**src/rtl/multicycle_adder_if.sv**
```systemverilog
// rtl/multicycle_adder_if.sv - operand/result handshake bundle for multicycle_adder
interface multicycle_adder_if #(
    parameter int NBIT       = 32,
    parameter int NBIT_SLICE = 4
);
    logic            in_valid;
    logic            in_ready;
    logic [NBIT-1:0] a;
    logic [NBIT-1:0] b;
    logic            cin;
    logic            out_valid;
    logic            out_ready;
    logic [NBIT-1:0] s;
    logic            cout;
    logic            busy;

    modport master (
        output in_valid, a, b, cin, out_ready,
        input  in_ready, out_valid, s, cout, busy
    );

    modport slave (
        input  in_valid, a, b, cin, out_ready,
        output in_ready, out_valid, s, cout, busy
    );
endinterface

```
**src/rtl/multicycle_adder.sv**
```systemverilog
// rtl/multicycle_adder.sv - NBIT adder built from one NBIT_SLICE slice reused over NBIT/NBIT_SLICE cycles
module multicycle_adder #(
    parameter int NBIT       = 32,
    parameter int NBIT_SLICE = 4
) (
    input  logic                clk,
    input  logic                rst_n,
    multicycle_adder_if.slave   bus
);
    localparam int NUM = NBIT / NBIT_SLICE;
    localparam int KW  = (NUM > 1) ? $clog2(NUM) : 1;
    localparam logic [KW-1:0] K_LAST = KW'(NUM - 1);

    typedef enum logic [1:0] {IDLE, RUN, DONE} state_t;

    state_t          state_q, state_d;
    logic [KW-1:0]   k_q, k_d;
    logic [NBIT-1:0] a_q, a_d;
    logic [NBIT-1:0] b_q, b_d;
    logic            carry_q, carry_d;
    logic [NBIT-1:0] s_q, s_d;
    logic            cout_q, cout_d;

    logic [NBIT_SLICE-1:0] a_sl, b_sl;
    logic [NBIT_SLICE:0]   slice_res;

    assign a_sl      = a_q[int'(k_q) * NBIT_SLICE +: NBIT_SLICE];
    assign b_sl      = b_q[int'(k_q) * NBIT_SLICE +: NBIT_SLICE];
    assign slice_res = {1'b0, a_sl} + {1'b0, b_sl} + {{NBIT_SLICE{1'b0}}, carry_q};

    always_ff @(posedge clk) begin
        if (!rst_n) begin
            state_q <= IDLE;
            k_q     <= '0;
            carry_q <= 1'b0;
            s_q     <= '0;
            cout_q  <= 1'b0;
            a_q     <= '0;
            b_q     <= '0;
        end else begin
            state_q <= state_d;
            k_q     <= k_d;
            carry_q <= carry_d;
            s_q     <= s_d;
            cout_q  <= cout_d;
            a_q     <= a_d;
            b_q     <= b_d;
        end
    end

    always_comb begin
        state_d = state_q;
        k_d     = k_q;
        a_d     = a_q;
        b_d     = b_q;
        carry_d = carry_q;
        s_d     = s_q;
        cout_d  = cout_q;
        case (state_q)
            IDLE: begin
                if (bus.in_valid) begin
                    a_d     = bus.a;
                    b_d     = bus.b;
                    carry_d = bus.cin;
                    k_d     = '0;
                    state_d = RUN;
                end
            end
            RUN: begin
                s_d[int'(k_q) * NBIT_SLICE +: NBIT_SLICE] = slice_res[NBIT_SLICE-1:0];
                carry_d = slice_res[NBIT_SLICE];
                k_d     = k_q + KW'(1);
                if (k_q == K_LAST) begin
                    // Explicit wrap keeps k sane when NUM is not a power of two
                    k_d     = '0;
                    cout_d  = slice_res[NBIT_SLICE];
                    state_d = DONE;
                end
            end
            DONE: begin
                if (bus.out_ready) begin
                    state_d = IDLE;
                end
            end
            default: state_d = IDLE;
        endcase
    end

    // in_ready is masked by rst_n so it reads 0 for the whole reset window
    assign bus.in_ready  = (state_q == IDLE) && rst_n;
    assign bus.out_valid = (state_q == DONE);
    assign bus.busy      = (state_q != IDLE);
    assign bus.s         = s_q;
    assign bus.cout      = cout_q;
endmodule

```
**src/flat_wrapper.sv**
```systemverilog
// flat-port wrapper written by rule: the top's interface ports become plain ports
module multicycle_adder_flat 
#(
    parameter int NBIT       = 32,
    parameter int NBIT_SLICE = 4
)
  (clk, rst_n, bus_in_valid, bus_a, bus_b, bus_cin, bus_out_ready, bus_in_ready, bus_out_valid, bus_s, bus_cout, bus_busy);
  multicycle_adder_if #(.NBIT(NBIT), .NBIT_SLICE(NBIT_SLICE)) bus_i ();
  input  logic clk;
  input  logic rst_n;
  input wire logic [$bits(bus_i.in_valid)-1:0] bus_in_valid;
  input wire logic [$bits(bus_i.a)-1:0] bus_a;
  input wire logic [$bits(bus_i.b)-1:0] bus_b;
  input wire logic [$bits(bus_i.cin)-1:0] bus_cin;
  input wire logic [$bits(bus_i.out_ready)-1:0] bus_out_ready;
  output wire logic [$bits(bus_i.in_ready)-1:0] bus_in_ready;
  output wire logic [$bits(bus_i.out_valid)-1:0] bus_out_valid;
  output wire logic [$bits(bus_i.s)-1:0] bus_s;
  output wire logic [$bits(bus_i.cout)-1:0] bus_cout;
  output wire logic [$bits(bus_i.busy)-1:0] bus_busy;
  assign bus_i.in_valid = bus_in_valid;
  assign bus_i.a = bus_a;
  assign bus_i.b = bus_b;
  assign bus_i.cin = bus_cin;
  assign bus_i.out_ready = bus_out_ready;
  assign bus_in_ready = bus_i.in_ready;
  assign bus_out_valid = bus_i.out_valid;
  assign bus_s = bus_i.s;
  assign bus_cout = bus_i.cout;
  assign bus_busy = bus_i.busy;
  multicycle_adder #(.NBIT(NBIT), .NBIT_SLICE(NBIT_SLICE)) u_core (.clk(clk), .rst_n(rst_n), .bus(bus_i));
endmodule
```
**config.mk**
```make
export PLATFORM = sky130hd
export DESIGN_NAME = multicycle_adder_flat
export DESIGN_NICKNAME = d
export VERILOG_FILES = /design/src/rtl/multicycle_adder_if.sv /design/src/rtl/multicycle_adder.sv /design/src/flat_wrapper.sv
export SDC_FILE = /design/constraint.sdc
export NUM_CORES = 1
export LEC_CHECK = 0
export CELL_PAD_IN_SITES_DETAIL_PLACEMENT = 1
export CELL_PAD_IN_SITES_GLOBAL_PLACEMENT = 2
export CORE_MARGIN = 8
export CORE_UTILIZATION = 26
export CTS_BUF_LIST = sky130_fd_sc_hd__clkbuf_16
export DETAILED_ROUTE_END_ITERATION = 16
export GPL_ROUTABILITY_DRIVEN = 0
export PLACE_DENSITY = 0.75
export RECOVER_POWER = 100
export SYNTH_ARGS = -nofsm -noshare
export SYNTH_HDL_FRONTEND = slang
export SYNTH_SLANG_ARGS = --single-unit
```
**constraint.sdc**
```tcl
create_clock -name clk -period 2.7 [get_ports clk]
set_input_delay 0.54 -clock clk [delete_from_list [all_inputs] [get_ports clk]]
set_output_delay 0.54 -clock clk [all_outputs]
set_load 0.01 [all_outputs]
```
### Word level (Yosys, flattened, before mapping)

Index checks and enable logic that the tools add are counted.

* register bits: 103
* logic and storage cells: 39
* output and inout port bits: 36
* input bits: 69

* shift operators: 4
* equality and inequality tests: 6
* reduce and logical (&&, ||, !) cells: 8
* muxes and demuxes: 10
* add/sub/neg operators: 4

Operators by type and width (count)
* indexed part select 32 x 6 -> 4 bit: 2
* negation 5 -> 33 bit: 1
* variable shift 4 x 33 -> 32 bit, first input constant: 1
* indexed part select 4 x 33 -> 32 bit: 1
* bitwise mux 32 bit: 1
* two-way mux 2 bit: 3
* two-way mux 3 bit: 2
* case mux 2 bit (3 select lines): 1
* case mux 3 bit (2 select lines): 1
* AND reduction 2 bit: 3
* adder 4 x 4 -> 5 bit: 1
* adder 5 x 1 -> 5 bit: 1
* inequality test 2 bit, second input constant: 2
* nonzero test 2 bit: 2
* adder 3 x 1 -> 3 bit, second input constant: 1
* equality test 3 bit, second input constant: 1
* AND reduction 3 bit: 1
* equality test 2 x 1 -> 1 bit, second input constant: 1
* equality test 2 bit, second input constant: 1
* logical NOT 2 bit: 1
* inequality test 2 x 1 -> 1 bit, second input constant: 1
* case mux 1 bit (2 select lines): 1
* logical AND 1 bit: 1
* two-way mux 1 bit: 1

### Longest topological paths before layout

Gate-level depths: netlist (run 1).

* depth after elaboration: 5
* gate-level depth with buffers: 11
* mapped depth without buffers: 9

### Least setup slack after synthesis (run 1)

OpenSTA, ideal clock, no wires.

* kind: register to register
* start point: reg u_core.k_q[0]
* end point: reg u_core.s_q[22], in the netlist u_core.bus.s[22]
* stages on the path, launching flop included: 11
* path buffers: 1
* required time: 2.572 ns
* slack: -0.236 ns
* arrival: 2.808 ns
* library setup time: 0.128 ns
* clock period less this slack: 2.936 ns
* cell sequence: dfxtp_1 -> buf_2 -> mux4_2 -> nand2_1 -> nand2_1 -> fa_1 -> fa_1 -> xnor2_1 -> nor3_1 -> mux2i_1 -> nor2_1

* cells in the longest elaborated chain, start to end: 5
* elaborated cells between the ends (all ways): 8
* those cells by class: add/sub: 3; shift: 4; mux: 1

Ends and longest elaborated chain
* start: declaration: line multicycle_adder.sv:17 `logic [KW-1:0] k_q, k_d;`
* start signal: assignment: line multicycle_adder.sv:42 `k_q <= k_d;`
* indexed part select 32 x 6 -> 4 bit, on equally long branches: line multicycle_adder.sv:27, multicycle_adder.sv:28
* adder 4 x 4 -> 5 bit: line multicycle_adder.sv:29 `assign slice_res = {1'b0, a_sl} + {1'b0, b_sl} + {{NBIT_SLICE{1'b0}}, carry_q};`
* adder 5 x 1 -> 5 bit: line multicycle_adder.sv:29
* indexed part select 4 x 33 -> 32 bit: line multicycle_adder.sv:70 `s_d[int'(k_q) * NBIT_SLICE +: NBIT_SLICE] = slice_res[NBIT_SLICE-1:0];`
* bitwise mux 32 bit (*): line multicycle_adder.sv:70
* end signal: assignment: line multicycle_adder.sv:36 `s_q <= '0;`
* end signal: assignment: line multicycle_adder.sv:44 `s_q <= s_d;`
* end: declaration: line multicycle_adder.sv:21 `logic [NBIT-1:0] s_q, s_d;`

Mark *: on every way between the ends. The rest lies on a longest branch, timed or not.
A chain may end at the register's enable or synchronous reset.

### Final worst setup path (run 1)

* start point: reg u_core.k_q[0]
* end point: reg u_core.cout_q, in the netlist u_core.bus.cout

* cells in the longest elaborated chain, start to end: 3
* elaborated cells between the ends (all ways): 6
* those cells by class: add/sub: 2; eq/ne: 1; shift: 2; reduce/logical: 1

Ends and longest elaborated chain
* indexed part select 32 x 6 -> 4 bit, on equally long branches: line multicycle_adder.sv:27, multicycle_adder.sv:28
* adder 4 x 4 -> 5 bit: line multicycle_adder.sv:29
* adder 5 x 1 -> 5 bit: line multicycle_adder.sv:29
* end signal: assignment: line multicycle_adder.sv:45 `cout_q <= cout_d;`
* end: declaration: line multicycle_adder.sv:22 `logic cout_q, cout_d;`

Parallel ways exist; a longest one is shown, timed or not.

==> flow_summary.ini, run 1 <==
[synthesis]
synth_simple_gate_area_share_pct = 24.3
synth_top_family_by_area = simple AND/OR/NAND/NOR gates
synth_top_area_share_pct = 45.2
synthFlopType = dfxtp_1
synth_edf_count = 0
ys_seq_area_share_pct = 45.2
synth_mux_area_share_pct = 11.4
synth-compound-area-share_pct = 11.3
netlist_area_um2 = 4560
ys_types = 42
syn_avg_cell_area_um2 = 8.58
synth-async-reset-ratio_pct = 0
synth_adder_area_share_pct = 3.62
synthTopCellsByArea = dfxtp_1 45%, nand2_1 14%, a21oi_1 8.4%
synthXorXnorAreaFrac_pct = 0.192
syn_nets = 613
yosys_warnings = 0
synth_area_leader_cell = dfxtp_1
synth_seq_cells = 103
syn_inst = 532

[final_layout]
drive_gt1_share_pct = 13.5
fill_cells = 1971
syn_to_final_growth_pct = 39.7
nets = 714
diodes = 0
fin_cells = 863
utilization_pct = 37.0

[worst_setup_path]
cp-endpoint = u_core.bus.cout$_SDFFE_PN0P_
timing.rr.start = u_core.k_q[0]$_SDFFE_PN0P_
required_ns = 2.89
r2r_slack_ns = 0.05
start_kind = flip-flop
worstPathMaxFanout = 7
ff2ff_path_depth = 9
cp-end-kind = flip-flop
critPathLaunch = u_core.k_q[0]$_SDFFE_PN0P_
r2r-end = u_core.bus.cout$_SDFFE_PN0P_
worst-setup-path-type = flip-flop to flip-flop
cp.arrival_ns = 2.84

[hold_path]
holdCritPathClass = flip-flop to flip-flop
whs_path_depth = 2

[timing]
fin_crit_ns = 2.65
period_share_pct = 98.1
setup_violations = 0
drv_slew = 0
fmax_ghz = 0.378
worst_slack_ns = 0.0523
worstMarginPinSlew_ns = 1.04
finalHoldViolCount = 0
relSlewSlack_pct = 30.7
rsz0062_at_grt = yes
timing.hold.ws_ns = 0.451
clock_skew_ns = 0.00855

[global_routing]
track_usage_pct = 13.2
busiest_layer = met2
grt_pass1_wl_mm = 23.3
grt-ovfl-total = 0
grt_pass1_vias = 4385
use_met1_pct = 16.0
antenna_found_initial = 0
use_met2_pct = 22.4
grt_max_degree = 97
gr-usage-met3_pct = 2.55

[status]
status = completed

[die]
die_w_um = 148
io_pins = 105
start_util_pct = 26.5
chipHeight_um = 148
rows = 48
core_um2 = 17200
dieArea_um2 = 22100

[power]
p_sw_w = 0.000919
leakagePower_nw = 2.42
p_int_w = 0.00262
ir_drop_mv = 0.338
p_comb_share_pct = 14.5
seqPwrFrac_pct = 45.8
p_sw_share_pct = 26.0
p_per_area_nw_per_um2 = 555
clkPwrFrac_pct = 39.8

[drt]
drt-wirelength-per-cell_um = 16.4
routed_via_density = 4.66
drt-total-wl_mm = 14.2
vias = 4021
drt_pass1_iterations = 4
drt_iter0_markers = 188
drc = 0
ant_nets = 0

[flow_run]
drv_cap = 0

[cts]
cts-root-buf = clkbuf_16
tritoncts = done
hold_buffers = 0
insertion_delay_ns = 0.36
clkSinkCount = 103
h-tree-depth = 3
cts.clk_slew.worst_paths_ns = 0.07
clock_path_buffers = 2
numCtsBuffers = 9

[place]
dp.cells = 845
dp_slack_ns = -0.0703
hpwl_mm = 10.7
port_buffers = 104
==> power groups by stage <==
stage               Combinational [W]  Clock, W  Sequential, W
floorplan                    0.000279         0        0.00164
global placement             0.000477         0        0.00165
detailed placement           0.000489         0        0.00166
CTS                          0.000502   0.00144        0.00162
global route                 0.000563   0.00151        0.00163
finish                       0.000512   0.00141        0.00162
==> worst min-delay path by stage <==
stage / from / endpoint / slack, ns
after floorplan: u_core.a_q[10]$_SDFFE_PN0P_ / u_core.a_q[10]$_SDFFE_PN0P_ / 0.43
after global placement: u_core.b_q[18]$_SDFFE_PN0P_ / u_core.b_q[18]$_SDFFE_PN0P_ / 0.44
after detailed placement: u_core.a_q[26]$_SDFFE_PN0P_ / u_core.a_q[26]$_SDFFE_PN0P_ / 0.45
after CTS: u_core.a_q[26]$_SDFFE_PN0P_ / u_core.a_q[26]$_SDFFE_PN0P_ / 0.46
after global routing: u_core.bus.s[6]$_SDFFE_PN0P_ / u_core.bus.s[6]$_SDFFE_PN0P_ / 0.47
final: u_core.a_q[26]$_SDFFE_PN0P_ / u_core.a_q[26]$_SDFFE_PN0P_ / 0.45
==> stage by stage <==
| step | setup TNS, ns | power [W] | instance area [um^2] |
|---|---|---|---|
| CTS | 0 | 0.00356 | 6270 |
| global route | -0.218 | 0.00371 | 6380 |
| finish | 0 | 0.00354 | 6380 |
| global placement | 0 | 0.00213 | 5900 |
| floorplan | 0 | 0.00192 | 4590 |
| detailed placement | -0.295 | 0.00215 | 5900 |
==> cells in the final DEF (no fill, tap or decap), drive strengths merged, types with 6 or more instances in the layout <==
cell type / netlist / layout
clkbuf: 14 / 10
a21oi: 77 / 77
clkdlybuf4s50: 0 / 72
nand3: 14 / 14
nor2: 30 / 30
buf: 19 / 19
dlygate4sd3: 0 / 32
nand2: 173 / 173
mux2i: 16 / 16
mux4: 16 / 16
inv: 6 / 9
dfxtp: 103 / 103
nor3: 6 / 6
ha: 10 / 10
nand2b: 9 / 9
==> critical path, cell delays in order (launching register included) <==
cell,delay (ns)
dfxtp_4,0.44
mux4_2,0.54
nand2_2,0.08
nand2_2,0.06
fa_2,0.39
fa_2,0.40
a21o_1,0.18
a21oi_2,0.16
buf_4,0.13
a311oi_1,0.09
==> repair_timing <==
action                                  CTS  global route
setup buffers                             0             2
pin swaps                                 1            11
gates resized for setup                   8            23
endpoints found under the setup margin   12            18
==> cell usage after synthesis, types with 2 or more instances <==
master and number:
clkbuf_1 14, a31oi_1 2, dfxtp_1 103, nor4b_1 2
nor2_1 30, nor4b_4 3, buf_2 12, buf_4 3
and3_1 3, a21oi_1 77, nand2_1 173, fa_1 2
a21o_1 2, mux4_2 16, ha_1 10, o41ai_1 3
nand4_1 4, mux2i_1 16, nand2b_1 8, o21ai_0 4
buf_1 3, inv_1 5, nand3_1 14, nor3_1 5
==> logic make-up after synthesis <==
kind of cell    count (synthesis)
simple gates                  251
xor+xnor                        1
fa+ha+maj                      12
flops                         103
mux                            32
buf+inv                        40
compound gates                 93
==> per-layer routing <==
layer / part of all wire, % / up-vias
met5: 0 / -
met4: 1.7 / 0
met3: 4.2 / 13
met2: 49 / 77
met1: 45 / 1936
li1: - / 1995
==> cell type report <==
class	instances	area [um^2]	share of cell area, %
Tap cell	225	282	4.41
Timing Repair Buffer	123	1230	19.3
Clock buffer	10	250	3.92
Sequential cell	103	2070	32.4
Inverter	7	26.3	0.412
Multi-Input combinational cell	389	2450	38.3
Clock inverter	6	75.1	1.18
==> flip-flops by register name (all words and copies together), names as in the netlist <==
register	count
u_core.a_q	32
u_core.b_q	32
u_core.bus.s	32
u_core.k_q	3
u_core.state_q	2
u_core.bus.cout	1
u_core.carry_q	1
No activity file was read; power rests on OpenSTA's default activity.
==> run 2, diff against run 1 <==
--- a/config.mk
+++ b/config.mk
@@ -14,6 +14,7 @@
 export GPL_ROUTABILITY_DRIVEN = 0
 export PLACE_DENSITY = 0.75
 export RECOVER_POWER = 100
+export SLEW_MARGIN = 20
 export SYNTH_ARGS = -nofsm -noshare
 export SYNTH_HDL_FRONTEND = slang
 export SYNTH_SLANG_ARGS = --single-unit
==> results of run 2 <==
Final layout, timing and power as in run 1 (identical DEF).
